`src/rtl/skid_pkg.sv`:
```
// Shared types for the two-entry skid buffer: state encoding and main-register mux selects.
// Pure declarations; no logic.
package skid_pkg;

  typedef enum logic [1:0] {
    SB_EMPTY = 2'b00,
    SB_BUSY  = 2'b01,
    SB_FULL  = 2'b10
  } sb_state_t;

  localparam logic SB_SEL_IN   = 1'b0;
  localparam logic SB_SEL_SKID = 1'b1;

endpackage

```
`src/rtl/mux2_1.sv`:
```
// Single-bit 2:1 mux: y = sel ? b : a.
// Purely combinational, no backpressure involvement.
module mux2_1 (
  input  logic a,
  input  logic b,
  input  logic sel,
  output logic y
);

  assign y = sel ? b : a;

endmodule

```
`src/rtl/skid_buffer_dff_en.sv`:
```
// WIDTH-wide register with load enable and asynchronous active-low clear.
// Captures d_i on the edge where en_i is high, otherwise holds.
module dff_en #(
  parameter int WIDTH = 64
) (
  input  logic             clk,
  input  logic             reset_n,
  input  logic             en_i,
  input  logic [WIDTH-1:0] d_i,
  output logic [WIDTH-1:0] q_o
);

  logic [WIDTH-1:0] data_q;

  always_ff @(posedge clk or negedge reset_n) begin
    if (!reset_n) begin
      data_q <= '0;
    end else if (en_i) begin
      data_q <= d_i;
    end
  end

  assign q_o = data_q;

endmodule

```
`src/rtl/skid_buffer.sv`:
```
// Two-entry registered skid buffer: 1-cycle latency, full throughput, ready/valid both sides.
// in_ready and out_valid decode from the state register only, so no input-to-output path exists.
module skid_buffer
  import skid_pkg::*;
#(
  parameter int WIDTH = 64
) (
  input  logic             clk,
  input  logic             reset_n,
  input  logic [WIDTH-1:0] in_data,
  input  logic             in_valid,
  output logic             in_ready,
  output logic [WIDTH-1:0] out_data,
  output logic             out_valid,
  input  logic             out_ready
);

  sb_state_t        state_q, state_d;
  logic             main_en, skid_en, main_sel;
  logic             in_fire, out_fire;
  logic [WIDTH-1:0] main_d, main_q, skid_q;

  assign in_fire  = in_valid & in_ready;
  assign out_fire = out_valid & out_ready;

  always_ff @(posedge clk or negedge reset_n) begin
    if (!reset_n) begin
      state_q <= SB_EMPTY;
    end else begin
      state_q <= state_d;
    end
  end

  // Next state plus the register load controls that accompany each transition.
  always_comb begin
    state_d  = state_q;
    main_en  = 1'b0;
    skid_en  = 1'b0;
    main_sel = SB_SEL_IN;
    case (state_q)
      SB_EMPTY: begin
        if (in_valid) begin
          main_en = 1'b1;
          state_d = SB_BUSY;
        end
      end
      SB_BUSY: begin
        if (in_fire && out_fire) begin
          main_en = 1'b1;
        end else if (in_fire) begin
          skid_en = 1'b1;
          state_d = SB_FULL;
        end else if (out_fire) begin
          state_d = SB_EMPTY;
        end
      end
      SB_FULL: begin
        if (out_fire) begin
          main_en  = 1'b1;
          main_sel = SB_SEL_SKID;
          state_d  = SB_BUSY;
        end
      end
      default: state_d = SB_EMPTY;
    endcase
  end

  always_comb begin
    out_valid = (state_q != SB_EMPTY);
    in_ready  = (state_q != SB_FULL);
  end

  for (genvar i = 0; i < WIDTH; i++) begin : g_main_mux
    mux2_1 u_mux (
      .a   (in_data[i]),
      .b   (skid_q[i]),
      .sel (main_sel),
      .y   (main_d[i])
    );
  end

  dff_en #(.WIDTH(WIDTH)) u_main (
    .clk     (clk),
    .reset_n (reset_n),
    .en_i    (main_en),
    .d_i     (main_d),
    .q_o     (main_q)
  );

  dff_en #(.WIDTH(WIDTH)) u_skid (
    .clk     (clk),
    .reset_n (reset_n),
    .en_i    (skid_en),
    .d_i     (in_data),
    .q_o     (skid_q)
  );

  assign out_data = main_q;

endmodule

```
`config.mk`:
```
export PLATFORM = sky130hd
export DESIGN_NAME = skid_buffer
export DESIGN_NICKNAME = d
export VERILOG_FILES = /design/src/rtl/skid_pkg.sv /design/src/rtl/mux2_1.sv /design/src/rtl/skid_buffer_dff_en.sv /design/src/rtl/skid_buffer.sv
export SDC_FILE = /design/constraint.sdc
export NUM_CORES = 1
export LEC_CHECK = 0
export CAP_MARGIN = 5
export CORE_ASPECT_RATIO = 1.1
export CORE_UTILIZATION = 45
export DETAILED_ROUTE_END_ITERATION = 10
export MAX_ROUTING_LAYER = met4
export PLACE_DENSITY = 0.85
export SETUP_SLACK_MARGIN = 0.05
export SYNTH_ARGS = -nofsm -noshare
export SYNTH_HDL_FRONTEND = slang
export SYNTH_SLANG_ARGS = --single-unit
```
`constraint.sdc`:
```
create_clock -name clk -period 1.75 [get_ports clk]
set_input_delay 0.35 -clock clk [delete_from_list [all_inputs] [get_ports clk]]
set_output_delay 0.35 -clock clk [all_outputs]
set_load 0.02 [all_outputs]
```
==> impl_metrics.env <==
export IMPL_status="finished clean"
export IMPL_num_antenna_cells=0
export IMPL_grt_start_max_net_pins=77
export IMPL_pre_cts_slack_ns=-0.400
export IMPL_clock_sinks=130
export IMPL_yosysSeqAreaShare=0.570
export IMPL_fin_crit_sh=0.975
export IMPL_yosysWarnings=0
export IMPL_clkTransAtPathRegs_ns=0.06
export IMPL_p_leak_nw=4.10
export IMPL_fin_crit_ns=1.71
export IMPL_dieWidth_um=109
export IMPL_placedCellCount=639
export IMPL_row_count=42
export IMPL_design_core_area_um2=12200
export IMPL_synth_ff_type="dfrtp_1"
export IMPL_drt_first_pass_iters=4
export IMPL_crit_path_end_kind="register"
export IMPL_worst_slack_ns=0.0434
export IMPL_rsz0062_at_grt="true"
export IMPL_synth_top_area_frac=0.570
export IMPL_setup_viol_count_final=0
export IMPL_seq_power_share=0.384
export IMPL_reg2reg_depth=7
export IMPL_tightest_slew_ns=0.417
export IMPL_clkPwrFrac=0.310
export IMPL_stdcell_count=694
export IMPL_synth_top_cell_by_area="dfrtp_1"
export IMPL_synthCells=355
export IMPL_worstHoldPathType="primary input to async pin"
export IMPL_grt_pass1_wl_um=20200
export IMPL_hpwl_um=7700
export IMPL_multi_input_area_um2=2700
export IMPL_globalplace_congestion=0.734
export IMPL_vias=3617
export IMPL_relSlewSlack=0.722
export IMPL_h_tree_depth=4
export IMPL_worstSetupStartpointType="register"
export IMPL_maxSlewViolCount=0
export IMPL_final_area_um2=8740
export IMPL_wl_um=14300
export IMPL_timing_rr_end="u_main.q_o[10]"
export IMPL_syn_area_um2=5710
export IMPL_initial_utilization=0.468
export IMPL_clkLatencyLatePin_ns=0.42
export IMPL_yosys_top_cells_area="dfrtp_1, mux2_2, buf_6"
export IMPL_portBuffers=133
export IMPL_die_area_um2=13100
export IMPL_reg2reg_slack_ns=0.04
export IMPL_finalHoldViolCount=0
export IMPL_cap_violations=0
export IMPL_drive_above_1_share=0.502
export IMPL_grt_pass1_vias=3987
export IMPL_clock_skew_ns=0.00653
export IMPL_crit_start="state_q[1]"
export IMPL_ant_nets=0
export IMPL_cp_data_arrival_time_ns=2.01
export IMPL_syn_num_nets=423
export IMPL_async_flop_share=1.00
export IMPL_clockBufferDepth=2
export IMPL_antenna_found_initial=0
export IMPL_grtUsageTotal=0.215
export IMPL_ir_drop_uv=822
export IMPL_power_density_nw_per_um2=1350
export IMPL_setup_tns_ns=0
export IMPL_critPathMaxFanout=7
export IMPL_avgRoutedWirePerCell_um=20.6
export IMPL_intPower_mw=8.51
export IMPL_yosys_top_cells_count="mux2_2, dfrtp_1, buf_6, buf_2, buf_4"
export IMPL_p_comb_frac=0.306
export IMPL_avgSynthCellArea_um2=16.1
export IMPL_timing_fmax_mhz=586
export IMPL_drc=0
export IMPL_seqCellArea_um2=3250
export IMPL_placed_cell_area_um2=7310
export IMPL_numCtsBuffers=17
export IMPL_switching_share=0.280
export IMPL_critPathKind="register to register"
export IMPL_synth_edf_count=0
export IMPL_synth_seq_cells=130
export IMPL_ios=134
export IMPL_drt_iter0_drc=133
export IMPL_synthDistinctLibCells=17
export IMPL_tritoncts="yes"
export IMPL_grt_overflow_total=0
export IMPL_critPathCapture="u_main.q_o[10]"
export IMPL_yosysMostFrequentCell="mux2_2"
export IMPL_root_buffer="clkbuf_16"
export IMPL_p_sw_mw=3.31
export IMPL_worstReg2RegStart="state_q[1]"
export IMPL_viasPerCell=5.21
export IMPL_die_y_um=120
export IMPL_cp_required_ns=2.05
export IMPL_fill_cells=776
export IMPL_nets=595
export IMPL_syn2layout_area_growth_pct=53.2
==> power by group through the flow <==
stage	Combinational [mW]	Sequential [mW]	Clock [mW]
2_1_floorplan	1.31	4.92	0
3_3_place_gp	3.07	4.46	0
3_5_place_dp	3.16	4.54	0
4_1_cts	3.26	4.50	3.71
5_1_grt	3.82	4.66	3.86
6_report	3.62	4.54	3.66
==> final cells by class <==
type / instances / area share
Sequential cell: 130 / 0.372
Multi-Input combinational cell: 204 / 0.309
Timing Repair Buffer: 174 / 0.227
Clock inverter: 10 / 0.0149
Clock buffer: 22 / 0.0554
Tap cell: 154 / 0.0220
==> how the worst min path moves through the flow <==
stage,end,slack (ns)
detailed placement,u_skid.q_o[27],0.38
finish,u_main.q_o[32],0.49
global placement,u_skid.q_o[27],0.38
global route,u_skid.q_o[27],0.52
floorplan,state_q[0],0.05
CTS,u_skid.q_o[27],0.49
==> registers in the layout, summed over array words and instances, names as in the netlist <==
| signal | flops |
|---|---|
| state_q | 2 |
| u_main.q_o | 64 |
| u_skid.q_o | 64 |
==> layer usage <==
layer | part of all wire | vias to the layer above | wire (µm) | GRT usage
met3 | 0.050 | 27 | 708 | 0.0652
met2 | 0.50 | 99 | 7180 | 0.335
met1 | 0.43 | 1870 | 6160 | 0.259
met4 | 0.017 | 0 | 238 | 0.0892
met5 | 0 | - | 0 | -
li1 | - | 1621 | - | -
==> per-stage QoR <==
step	hold slack, ns	util	total power, mW
2_1_floorplan	0.0544	-	6.22
3_3_place_gp	0.384	0.600	7.53
3_5_place_dp	0.379	0.600	7.70
4_1_cts	0.493	0.684	11.5
5_1_grt	0.520	0.717	12.3
6_report	0.486	0.717	11.8
==> repair_timing <==
| item | 4_1_cts | 5_1_grt |
|---|---|---|
| endpoints found under the setup margin | 130 | 107 |
| pin swaps | 1 | 1 |
| hold endpoints to repair | 113 | 0 |
| resized for setup | 156 | 50 |
| gates cloned | 4 | 10 |
| setup buffers | 7 | 4 |
| hold buffers | 1 | 0 |
==> worst max-delay path, cell delays in order, from the launching register on <==
cell and delay, ns:
dfrtp_2 0.44, buf_6 0.13, nor2b_4 0.12, buf_6 0.11, o2bb2ai_4 0.14, buf_12 0.19, clkbuf_16 0.17, mux2_4 0.30
==> logic make-up after synthesis <==
family                 share of synthesized area
buffers and inverters                     0.0333
AND/OR/NAND/NOR                          0.00855
multiplexers                               0.381
flip-flops                                 0.570
AO/OA/AOI/OAI                            0.00767
==> cells in the final DEF, fill, tap and decap left out, types with 2 or more instances in the layout <==
cell             instances
dfrtp_1                129
buf_6                    9
clkbuf_8                 4
mux2_4                 114
clkinv_2                 5
buf_4                    6
clkbuf_16               25
clkinvlp_4               2
mux2_2                  78
dlygate4sd2_1           64
buf_12                  14
clkdlybuf4s50_1         66
buf_16                   3
bufinv_16                3
a21oi_1                  2
No activity file was read; power rests on OpenSTA's default activity.
